## src/rtl/sram_rr_ctrl.sv

```systemverilog
// Round-robin front end for a single-port SRAM: two requesters share one command slot
// per cycle, with an optional zero-fill sweep after reset and tagged read-data return.
module sram_rr_ctrl #(
    parameter int DATA_BIT   = 8,
    parameter int ADDR_BIT   = 8,
    parameter int INIT_CLEAR = 1
) (
    input  logic                clk,
    input  logic                rst,
    input  logic                a_valid,
    output logic                a_ready,
    input  logic                a_we,
    input  logic [ADDR_BIT-1:0] a_addr,
    input  logic [DATA_BIT-1:0] a_wdata,
    output logic                a_rvalid,
    output logic [DATA_BIT-1:0] a_rdata,
    input  logic                b_valid,
    output logic                b_ready,
    input  logic                b_we,
    input  logic [ADDR_BIT-1:0] b_addr,
    input  logic [DATA_BIT-1:0] b_wdata,
    output logic                b_rvalid,
    output logic [DATA_BIT-1:0] b_rdata,
    output logic                sram_ena,
    output logic                sram_rw_ena,
    output logic [ADDR_BIT-1:0] sram_addr,
    output logic [DATA_BIT-1:0] sram_wdata,
    input  logic [DATA_BIT-1:0] sram_rdata,
    output logic                init_done
);

    // Handshake: a request transfers in any cycle where x_valid && x_ready; ready is
    // combinational, never asserted for both ports at once, and read responses
    // cannot be stalled.
    typedef enum logic {ST_INIT, ST_RUN} state_t;

    localparam logic [ADDR_BIT:0] CNT_ONE = {{ADDR_BIT{1'b0}}, 1'b1};

    state_t              state, state_nxt;
    logic [ADDR_BIT:0]   clr_cnt;
    logic                ptr_b;
    logic                a_gnt, b_gnt;
    logic                cmd_ena, cmd_rd;
    logic [ADDR_BIT-1:0] cmd_addr;
    logic [DATA_BIT-1:0] cmd_wdata;
    logic                t1_vld, t1_port, t2_vld, t2_port;

    always_comb begin
        state_nxt = state;
        a_gnt     = 1'b0;
        b_gnt     = 1'b0;
        cmd_ena   = 1'b0;
        cmd_rd    = 1'b0;
        cmd_addr  = '0;
        cmd_wdata = '0;
        case (state)
            ST_INIT: begin
                // The extra counter bit marks the sweep as finished one cycle after the last write.
                if (!clr_cnt[ADDR_BIT]) begin
                    cmd_ena  = 1'b1;
                    cmd_addr = clr_cnt[ADDR_BIT-1:0];
                end else begin
                    state_nxt = ST_RUN;
                end
            end
            ST_RUN: begin
                if (init_done) begin
                    a_gnt = a_valid & (~ptr_b | ~b_valid);
                    b_gnt = b_valid & ~a_gnt;
                end
                if (a_gnt) begin
                    cmd_ena   = 1'b1;
                    cmd_rd    = ~a_we;
                    cmd_addr  = a_addr;
                    cmd_wdata = a_wdata;
                end else if (b_gnt) begin
                    cmd_ena   = 1'b1;
                    cmd_rd    = ~b_we;
                    cmd_addr  = b_addr;
                    cmd_wdata = b_wdata;
                end
            end
            default: state_nxt = ST_INIT;
        endcase
    end

    assign a_ready = a_gnt;
    assign b_ready = b_gnt;

    always_ff @(posedge clk) begin
        if (rst) begin
            state       <= (INIT_CLEAR != 0) ? ST_INIT : ST_RUN;
            clr_cnt     <= '0;
            ptr_b       <= 1'b0;
            init_done   <= 1'b0;
            sram_ena    <= 1'b0;
            sram_rw_ena <= 1'b0;
            sram_addr   <= '0;
            sram_wdata  <= '0;
            t1_vld      <= 1'b0;
            t1_port     <= 1'b0;
            t2_vld      <= 1'b0;
            t2_port     <= 1'b0;
            a_rvalid    <= 1'b0;
            a_rdata     <= '0;
            b_rvalid    <= 1'b0;
            b_rdata     <= '0;
        end else begin
            state     <= state_nxt;
            init_done <= (state_nxt == ST_RUN);
            if (state == ST_INIT && !clr_cnt[ADDR_BIT])
                clr_cnt <= clr_cnt + CNT_ONE;
            if (a_gnt)
                ptr_b <= 1'b1;
            else if (b_gnt)
                ptr_b <= 1'b0;
            sram_ena    <= cmd_ena;
            sram_rw_ena <= cmd_rd;
            sram_addr   <= cmd_addr;
            sram_wdata  <= cmd_wdata;
            // Read tags ride alongside the command so the response returns to its issuer.
            t1_vld   <= (a_gnt & ~a_we) | (b_gnt & ~b_we);
            t1_port  <= b_gnt;
            t2_vld   <= t1_vld;
            t2_port  <= t1_port;
            a_rvalid <= t2_vld & ~t2_port;
            b_rvalid <= t2_vld & t2_port;
            if (t2_vld && !t2_port)
                a_rdata <= sram_rdata;
            if (t2_vld && t2_port)
                b_rdata <= sram_rdata;
        end
    end

endmodule

```

## config.mk

```make
export PLATFORM = sky130hd
export DESIGN_NAME = sram_rr_ctrl
export DESIGN_NICKNAME = d
export VERILOG_FILES = /design/src/rtl/sram_rr_ctrl.sv
export SDC_FILE = /design/constraint.sdc
export NUM_CORES = 1
export LEC_CHECK = 0
export ABC_AREA = 0
export CAP_MARGIN = 10
export CORE_MARGIN = 2
export CORE_UTILIZATION = 60
export CTS_CLUSTER_DIAMETER = 50
export DETAILED_ROUTE_END_ITERATION = 10
export DONT_BUFFER_PORTS = 1
export GPL_TIMING_DRIVEN = 0
export PLACE_DENSITY = 0.83
export SYNTH_ARGS = -nofsm -noshare
export SYNTH_HDL_FRONTEND = slang
export SYNTH_SLANG_ARGS = --single-unit
```

## constraint.sdc

```tcl
create_clock -name clk -period 1.8 [get_ports clk]
set_input_delay 0.27 -clock clk [delete_from_list [all_inputs] [get_ports clk]]
set_output_delay 0.27 -clock clk [all_outputs]
set_load 0.02 [all_outputs]
```

### Yosys cells after proc, flatten, opt, wreduce, memory -nomap -nowiden

Cells that the tools add are included.

* $add $sub $neg: 1
* multiplexer cells: 20
* bitwise gates (word level): 15
* reduce and logical (&&, ||, !) cells: 7

Operator list (count)
* 8-bit 2-to-1 mux: 5
* 8-bit case mux with 2 select lines: 1
* 1-bit 2-to-1 mux: 13
* 9-bit by 1-bit adder with 9-bit output, second input constant: 1
* 1-bit inverter: 7
* 1-bit AND: 6
* 1-bit logical AND: 3
* 1-bit zero test: 2
* 1-bit OR: 2
* 1-bit case mux with 2 select lines: 1
* 2-bit nonzero test: 1
* 2-bit OR reduction: 1

* register bits after elaboration: 51
* logic and storage cells: 58

### Longest topological paths before layout

Gate-level depths: netlist of run 1.

* depth in word-level cells: 9
* depth in mapped cells: 5
* depth with buffers taken out: 4

### Least setup slack after synthesis of run 1

Ideal clock, no wire load.

* kind: register -> register
* start point: register state
* end point: register clr_cnt[5]
* library setup time: 0.070 ns
* data arrival time: 1.507 ns
* required time: 1.730 ns
* slack: 0.223 ns
* stages on the path, launching flop included: 5
* buffers on the path: 1
* period minus slack after synthesis: 1.577 ns
* path through: dfxtp_1 -> or3b_1 -> clkbuf_2 -> or4_1 -> a21oi_1

* longest elaborated chain between the ends: 2

RTL lines
* start, declared: RTL line 39 `state_t state, state_nxt;`
* start signal, assigned: RTL line 92 `state <= (INIT_CLEAR != 0) ? ST_INIT : ST_RUN;`
* start signal, assigned: RTL line 109 `state <= state_nxt;`
* 1-bit inverter (no line)
* 1-bit logical AND: RTL line 111 `if (state == ST_INIT && !clr_cnt[ADDR_BIT])`
* end signal, assigned: RTL line 112 `clr_cnt <= clr_cnt + CNT_ONE;`
* end, declared: RTL line 40 `logic [ADDR_BIT:0] clr_cnt;`

No other way between the ends.
A chain may end at the register's enable or synchronous reset.

### Final worst setup path of run 1

* start point: register state
* end point: output b_ready

* longest elaborated chain between the ends: 1

RTL lines
* 1-bit 2-to-1 mux: RTL line 56 `case (state)`
* end, declared: RTL line 18 `output logic b_ready,`

No other way between the ends.

==> results of run 1 <==
[report_power, final]
| group | switching, uW | internal, uW |
|---|---|---|
| Clock | 349 | 193 |
| Combinational | 39.9 | 40.3 |
| Sequential | 15.2 | 1140 |
[layout make-up]
type	instances	area (um^2)
Buffer	16	65.1
Clock buffer	6	51.3
Clock inverter	2	16.3
Fill cell	239	865
Inverter	3	11.3
Multi-Input combinational cell	138	778
Sequential cell	51	1020
Tap cell	33	41.3
Timing Repair Buffer	15	150
[registers in the layout (all words and copies together) (netlist names)]
name and flops:
a_rvalid 1, a_rdata 8, sram_rw_ena 1, t1_vld 1, state 1, sram_ena 1
t2_vld 1, b_rvalid 1, sram_addr 8, clr_cnt 9, t1_port 1, sram_wdata 8
b_rdata 8, ptr_b 1, t2_port 1
[cell families after synthesis]
logic type | synth area share [%]
simple gates | 20.9
compound gates | 18.3
flops | 54.6
buf+inv | 3.95
xor+xnor | 0.937
mux | 0.602
fa+ha+maj | 0.669
[worst max-delay path: cells and delay by family (launching register included)]
kind / cells / cell delay [ns]
and+or+nand+nor: 2 / 0.39
DFF: 1 / 0.44
buffers and inverters: 1 / 0.21
[routing by layer]
layer	routed length [um]	vias up	GRT usage, %
li1	-	771	-
met3	370	14	10.4
met1	1500	745	24.7
met5	0	-	0
met4	138	0	11.7
met2	2300	65	38.8
[final timing paths]
| check | endpoint | slack (ns) | depth (start not counted) |
|---|---|---|---|
| setup reg to reg | clr_cnt[5] | 0.15 | 4 |
| hold / removal | a_rdata[0] | 0.02 | 2 |
| setup / recovery | b_ready | 0.12 | 3 |
| hold reg to reg | t2_vld | 0.44 | 1 |
[Yosys cell counts]
library cell	n	share of area, %
dfxtp_1	51	55
nand2_1	32	6.4
a21oi_1	30	8.0
nand3_1	19	5.1
clkbuf_1	12	2.4
a22o_1	10	4.7
nor2_1	8	1.6
a32oi_1	7	3.3
and2_1	4	1.3
nor2b_1	4	1.3
inv_1	3	0.60
o21ai_0	3	0.80
or4_1	3	1.2
and3b_1	2	0.94
buf_1	2	0.40
nand2b_1	2	0.67
o31ai_1	2	0.80
or3_2	2	0.80
xnor2_1	2	0.94
a211oi_1	1	0.40
a31oi_1	1	0.33
buf_2	1	0.27
clkbuf_2	1	0.27
ha_1	1	0.67
mux2_2	1	0.60
nor3b_1	1	0.40
nor4_1	1	0.33
or2_2	1	0.33
or3b_1	1	0.47
[timing repair]
item                                    in CTS  in global routing
endpoints found under the setup margin       2                  2
pin swaps                                    0                  0
resized for setup                            4                  3
endpoints found under the hold margin        3                 11
hold buffers                                 3                 12
[stage by stage]
stage	hold WS [ns]	power (uW)	instance area [um^2]	instances
finish	0.0182	1780	2140	264
global route	0.000997	1870	2140	264
CTS	0.00149	1770	2010	252
detailed placement	0.399	1230	1910	241
global placement	0.396	1230	1910	241
floorplan	0.396	1220	1870	208
==> impl_metrics.yaml, run 1 <==
setup_path:
  crit_path_max_incr_delay_ns: 0.44
  cp.required_ns: 1.53
  cp-start-kind: "flop"
  startpoint: "state"
  endpoint_kind: "output pin"
  worstReg2RegStart: "clr_cnt[2]"
  crit_arrival_ns: 1.41
  path_class: "reg2out"
  cp_slowest_cell: "dfxtp_4"
  path_max_fanout: 10
  crit_chain: "and2_1, clkbuf_2, and2_2"
clock_network:
  root_buffer: "clkbuf_4"
  cts_tree: "yes"
  path_clk_slew_ns: 0.14
  cts_max_level: 2
  cts_buffer_depth: 2
  cts.sinks: 51
  clkLatencyLatePin_ns: 0.37
  numCtsBuffers: 5
  postCtsSetupBuffers: 0
global_route:
  grt_usage_pct: 23.3
  antenna_found_initial: 0
  grt_max_degree: 17
  grt_pass1_wl_mm: 6.09
  grt_pass1_vias: 1395
  overflow: 0
cells_and_area:
  final_nets: 277
  area.growth.synth_to_final_pct: 14.3
  insertedDiodeCount: 0
  final_util_pct: 71.2
  layout-drive-gt1-share_pct: 8.23
  layout_commonest_cell: "dfxtp_1"
  final_cell_mix: "dfxtp_1, nand2_1, a21oi_1, nand3_1, dlygate4sd3_1"
route:
  routedWlPerCell_um: 16.3
  num_vias: 1595
  antenna_left: 0
  drtPass1Iterations: 4
  routed_wl_mm: 4.31
  drc_errors: 0
  avgViaCountPerCell: 6.04
  first_iter_violations: 87
floorplan:
  die_w_um: 59.8
  num_rows: 20
  die_y_um: 59.8
  coreArea_um2: 3000
  start_util_pct: 62.3
  ioPinCount: 85
  die_area_um2: 3580
status:
  status: "finished clean"
hold_path:
  hold_path_class: "in2reg"
  hold_path_startpoint: "sram_rdata[0]"
synthesis:
  synth-seq-cells: 51
  netlist-cell-type-count: 29
  yosys_warnings: 0
  syn_area_um2: 1870
  avgSynthCellArea_um2: 8.99
  ys_seq_area_share_pct: 54.6
  synth_cells: 208
  synth_fp_nets: 255
sta:
  clock_skew_ns: 0.0113
  rsz0062_at_grt: "no"
  finalHoldViolCount: 0
  fmaxAchievable_mhz: 595
  maxSlewHeadroom_pct: 59.3
  finalWorstSetupSlack_ns: 0.120
  slew_violations: 0
  tightest_slew_ns: 0.608
  finalSetupViolCount: 0
  post-route-min-period_ns: 1.68
  finalSetupTns_ns: 0
  post-route-period-util_pct: 93.3
pwr:
  power.leakage_uw: 0.000740
  vdd_ir_drop_max_mv: 0.559
  powerDensity_nw_per_um2: 830
placement:
  dpl_worst_slack_ns: 0.0880
  dp_hpwl_mm: 3.10
  port_buffers: 0
  finalWeightedCongestion: 0.833
job:
  cap_violations: 0
No activity file was read; power rests on OpenSTA's default activity.
==> inputs of run 2 (changes only) <==
==> constraint.sdc (replaced) <==
create_clock -name clk -period 2 [get_ports clk]
set_input_delay 0.3 -clock clk [delete_from_list [all_inputs] [get_ports clk]]
set_output_delay 0.3 -clock clk [all_outputs]
set_load 0.02 [all_outputs]
==> run 2 against run 1 <==
Net effect: utilization shrank 4.5 points; first-iteration DRC count grew 25%; non-clock buffer count shrank 13; largest power group unchanged; sequential power shrank 9.6%; sequential cell count is the same; critical path type unchanged.
==> impl_metrics.yaml, run 2 (synthesized netlist as in run 1, its figures left out) <==
route:
  antenna_left: 0
  route.met2.wl_mm: 2.07
  avgViaCountPerCell: 6.10
  drtPass1Iterations: 4
  first_iter_violations: 109
  routedWlPerCell_um: 15.9
  wl_met3_um: 412
  drc_errors: 0
  num_vias: 1532
  routedLengthMet1_mm: 1.40
  routed_wl_mm: 4.00
  dr.max_layer_used: "met4"
floorplan:
  die_area_um2: 3580
  start_util_pct: 62.3
  die_y_um: 59.8
  coreArea_um2: 3000
  die_w_um: 59.8
  num_rows: 20
  ioPinCount: 85
cells_and_area:
  area.growth.synth_to_final_pct: 7.09
  multiInputGateArea_um2: 776
  top_register: "clr_cnt"
  regArea_um2: 1020
  largest_reg_flops: 9
  final.fill_count: 250
  final_cell_mix: "dfxtp_1, nand2_1, a21oi_1, nand3_1"
  layout-drive-gt1-share_pct: 7.80
  final_nets: 264
  layout_commonest_cell: "dfxtp_1"
  final_util_pct: 66.7
  fin_cells: 251
  stdcell_area_um2: 2000
  insertedDiodeCount: 0
setup_path:
  rrSetupSlack_ns: 0.35
  r2r-end: "clr_cnt[5]"
  path_class: "reg2out"
  crit_chain: "and2_1, clkbuf_2, and2_1"
  cp_slowest_cell: "dfxtp_2"
  cp.required_ns: 1.70
  endpoint_kind: "output pin"
  path_max_fanout: 10
  worstReg2RegStart: "clr_cnt[2]"
  rr_worst_depth: 4
  crit_arrival_ns: 1.51
  cp-endpoint: "a_ready"
  startpoint: "state"
  cp-start-kind: "flop"
  critical_path.most_common_cell: "and2_1"
  crit_path_max_incr_delay_ns: 0.47
status:
  status: "finished clean"
sta:
  finalSetupViolCount: 0
  rsz0062_at_grt: "no"
  post-route-min-period_ns: 1.81
  finalHoldViolCount: 0
  post-route-period-util_pct: 90.4
  clock_skew_ns: 0.0160
  slew_violations: 0
  fmaxAchievable_mhz: 553
  maxSlewHeadroom_pct: 58.6
  tightest_slew_ns: 0.619
  finalSetupTns_ns: 0
global_route:
  antenna_found_initial: 0
  grt_max_degree: 17
  overflow: 0
  grt_usage_pct: 23.1
  grt_pass1_vias: 1376
  grt_pass1_wl_mm: 6.07
pwr:
  p_clk_share_pct: 31.0
  vdd_ir_drop_max_mv: 0.498
  p_seq_share_pct: 65.8
  switching_power_uw: 361
  pwr-share-comb_pct: 3.2
  power.leakage_uw: 0.000683
  p_total_uw: 1580
  powerDensity_nw_per_um2: 789
  swShare_pct: 22.9
  power.internal_uw: 1220
clock_network:
  postCtsSetupBuffers: 0
  cts_max_level: 2
  cts.sinks: 51
  numCtsBuffers: 5
  clkLatencyLatePin_ns: 0.37
  cts_buffer_depth: 2
  root_buffer: "clkbuf_4"
  cts_tree: "yes"
  path_clk_slew_ns: 0.15
placement:
  dp.cells: 241
  finalWeightedCongestion: 0.833
  postPlaceCellArea_um2: 1910
  port_buffers: 0
  dp_hpwl_mm: 3.10
job:
  cap_violations: 0
hold_path:
  hold_path_class: "in2reg"
run 2: changes by cell type in the layout (fill, tap and decap cells not counted):
cell,delta
and2_1,+2
dfxtp_4,-1
dfxtp_2,+1
and2_2,-2
clkbuf_2,+1
buf_2,-1
dlygate4sd3_1,-13
run 2: stage by stage:
| stage | setup WS, ns | hold WS (ns) |
|---|---|---|
| after floorplan | 0.423 | 0.414 |
| after global placement | 0.314 | 0.418 |
| after CTS | 0.00951 | 0.0249 |
| final | 0.191 | 0.0411 |
| after global routing | 0.0462 | 0.00515 |
| after detailed placement | 0.288 | 0.425 |
run 2: how the worst min path moves through the flow:
stage               start       endpoint  slack [ns]  cells after the start
2_1_floorplan     t1_port        t2_port        0.41                      1
3_3_place_gp      t1_port        t2_port        0.42                      1
3_5_place_dp       t1_vld         t2_vld        0.43                      1
4_1_cts        a_wdata[6]  sram_wdata[6]        0.02                      1
5_1_grt        b_wdata[3]  sram_wdata[3]       0.005                      1
6_report       a_wdata[5]  sram_wdata[5]        0.04                      1
run 2: power groups by stage:
stage                     Combinational, uW  Sequential (uW)  Clock [uW]
after floorplan                        35.9             1060           0
after detailed placement               46.3             1060           0
after global routing                   56.1             1040         564
final                                  50.4             1040         490
after CTS                              47.3             1040         501
after global placement                 44.7             1060           0
run 2: per-layer routing:
layer / up-vias / global-route usage (%)
met5: - / 0
met4: 0 / 10.8
met3: 14 / 10.2
met2: 60 / 38.4
met1: 710 / 25.1
li1: 748 / -
run 2: final cells by class:
class | instances | area share [%]
well taps | 33 | 2.06
clock buffers | 6 | 2.56
repair buffers | 2 | 0.999
plain buffers | 16 | 3.25
multi-input cells | 138 | 38.7
flip-flops and latches | 51 | 51.0
inverters | 3 | 0.562
clock inverters | 2 | 0.812
run 2: worst max-delay path, delay by kind of cell, from the launching register on:
kind	cells	cell delay, ns
buffers and inverters	1	0.22
flip-flops	1	0.47
AND/OR/NAND/NOR	2	0.47
run 2: timing repair:
action,CTS,global route
gates resized for setup,1,4
hold endpoints to repair,0,2
setup endpoints to repair,2,2
hold buffers,0,2
pin swaps,0,0
==> inputs of run 3 (changes only) <==
--- a/config.mk
+++ b/config.mk
@@ -5,7 +5,7 @@
 export SDC_FILE = /design/constraint.sdc
 export NUM_CORES = 1
 export LEC_CHECK = 0
-export ABC_AREA = 0
+export ABC_AREA = 1
 export CAP_MARGIN = 10
 export CORE_MARGIN = 2
 export CORE_UTILIZATION = 60
@@ -17,3 +17,4 @@
 export SYNTH_ARGS = -nofsm -noshare
 export SYNTH_HDL_FRONTEND = slang
 export SYNTH_SLANG_ARGS = --single-unit
+export TNS_END_PERCENT = 20
==> run 3 against run 2 <==
Net effect: count of clock-buffer cells in the layout did not move; sequential cell count did not move; clock power rose by 21%; combinational power rose by 4%.
==> impl_metrics.yaml, run 3 <==
synthesis:
  synth-compound-area-share_pct: 9.00
  synth-xor-area-share_pct: 0
  synth_top_family_by_area: "simple AND/OR/NAND/NOR gates"
  synthFlopType: "dfxtp_1"
  ys_top_cells_by_area: "dfxtp_1, nand2_1, nor2_1, o21ai_0, inv_1"
  netlist-cell-type-count: 22
  muxShareOfSynthArea_pct: 0
  synth_cells: 256
  synthSimpleGateAreaFrac_pct: 30.5
  synth_edf_count: 0
  yosys.area.top_type: "dfxtp_1"
  synth_most_common_cell: "nand2_1"
  ys_seq_area_share_pct: 53.6
  synth_adder_area_share_pct: 0.657
  syn_area_um2: 1910
  synth_fp_nets: 303
  avgSynthCellArea_um2: 7.44
  yosys_warnings: 0
  synthArstFlopShare_pct: 0
  synthTopCellsByCount: "nand2_1, dfxtp_1, nor2_1, o21ai_0, inv_1"
  yosysTopAreaCellShare_pct: 53.6
  synth-seq-cells: 51
clock_network:
  root_buffer: "clkbuf_4"
  numCtsBuffers: 5
  path_clk_slew_ns: 0.15
  cts_tree: "yes"
  postCtsSetupBuffers: 0
  ctsResizeCount: 0
  cts_max_level: 2
  holdBufCountCts: 1
  cts_buffer_depth: 2
  clkLatencyLatePin_ns: 0.38
  cts.sinks: 51
cells_and_area:
  final_util_pct: 68.1
  layout_commonest_cell: "nand2_1"
  insertedDiodeCount: 0
  layout-drive-gt1-share_pct: 6.39
  fin_cells: 310
  area.growth.synth_to_final_pct: 8.14
  final_nets: 312
  final.fill_count: 263
  final_cell_mix: "nand2_1, nor2_1, dfxtp_1, o21ai_0, inv_1"
  top_register: "clr_cnt"
  largest_reg_flops: 9
route:
  drtPass1Iterations: 5
  first_iter_violations: 57
  avgViaCountPerCell: 5.15
  antenna_left: 0
  num_vias: 1596
  routed_wl_mm: 4.10
  routedWlPerCell_um: 13.2
  drc_errors: 0
pwr:
  p_seq_share_pct: 61.7
  power.leakage_uw: 0.000916
  power.internal_uw: 1310
  switching_power_uw: 370
  powerDensity_nw_per_um2: 817
  swShare_pct: 22.0
  pwr-share-comb_pct: 3.1
  p_clk_share_pct: 35.2
  vdd_ir_drop_max_mv: 0.630
sta:
  finalHoldViolCount: 0
  rsz0062_at_grt: "no"
  tightest_slew_ns: 0.481
  post-route-min-period_ns: 1.78
  maxSlewHeadroom_pct: 67.9
  post-route-period-util_pct: 88.8
  fmaxAchievable_mhz: 563
  clock_skew_ns: 0.0186
  finalSetupTns_ns: 0
  finalSetupViolCount: 0
  slew_violations: 0
global_route:
  grt_pass1_wl_mm: 6.07
  grt_pass1_vias: 1352
  grt_max_degree: 17
  antenna_found_initial: 0
  grt_usage_pct: 22.9
  overflow: 0
status:
  status: "finished clean"
floorplan:
  ioPinCount: 85
  coreArea_um2: 3030
  die_w_um: 60.4
  start_util_pct: 62.9
  die_area_um2: 3640
  die_y_um: 60.4
  num_rows: 20
placement:
  dp_hpwl_mm: 3.07
  finalWeightedCongestion: 0.831
  port_buffers: 0
  dp.cells: 300
setup_path:
  cp-start-kind: "flop"
  endpoint_kind: "output pin"
  path_class: "reg2out"
  crit_arrival_ns: 1.48
  cp.required_ns: 1.70
  path_max_fanout: 10
job:
  cap_violations: 0
hold_path:
  hold_path_class: "in2reg"
run 3: changes by cell type in the layout (fill, tap and decap cells not counted), moves of 17 or more:
| cell | previous run | this run |
|---|---|---|
| o21ai_0 | 3 | 24 |
| inv_1 | 3 | 20 |
| a21oi_1 | 30 | 8 |
| nor2_1 | 8 | 51 |
| nand2_1 | 32 | 70 |
run 3: worst max-delay path, stage by stage, from the launching register on:
cell and delay (ns):
dfxtp_1 0.57, inv_1 0.14, nor2_2 0.17, buf_4 0.24
run 3: final timing paths:
path | start | endpoint | slack (ns) | cells past startpoint
setup / recovery | state | a_ready | 0.22 | 3
hold / removal | b_wdata[4] | sram_wdata[4] | 0.01 | 2
setup reg to reg | state | sram_addr[3] | 0.51 | 7
hold reg to reg | t1_port | t2_port | 0.41 | 2
run 3: area by class of cell:
class	instances	area, um^2	share of cell area, %
clock buffer	6	41.3	2.00
sequential	51	1020	49.5
tap	44	55.1	2.67
inverter	21	78.8	3.83
clock inverter	2	38.8	1.88
buffer	7	40.0	1.94
timing repair buffer	2	20.0	0.971
multi-input combinational	177	766	37.2
run 3: routing by layer:
metal | global-route usage (%) | share of wire, %
met4 | 12.7 | 3.5
met1 | 28.4 | 42
met3 | 9.38 | 10
met2 | 33.7 | 44
met5 | 0 | 0
run 3: cell families after synthesis:
kind of cell,Yosys count
adders and majority gates,1
and+or+nand+nor,142
buffers and inverters,28
AOI/OAI and AO/OA,34
DFF,51
run 3: metrics by stage:
step           setup slack (ns)  power (uW)  hold WS (ns)  area (um^2)
2_1_floorplan             0.770        1100         0.379         1910
5_1_grt                   0.140        1750      0.000524         2060
3_3_place_gp              0.606        1110         0.382         1960
4_1_cts                   0.222        1680        0.0156         2050
6_report                  0.224        1680        0.0143         2060
3_5_place_dp              0.538        1110         0.390         1960
run 3: power by group through the flow:
| stage | clock, uW | sequential [uW] | combinational (uW) |
|---|---|---|---|
| 2_1_floorplan | 0 | 1060 | 38.3 |
| 3_3_place_gp | 0 | 1060 | 47.1 |
| 3_5_place_dp | 0 | 1060 | 48.6 |
| 4_1_cts | 594 | 1040 | 50.6 |
| 5_1_grt | 649 | 1040 | 59.8 |
| 6_report | 592 | 1040 | 52.3 |
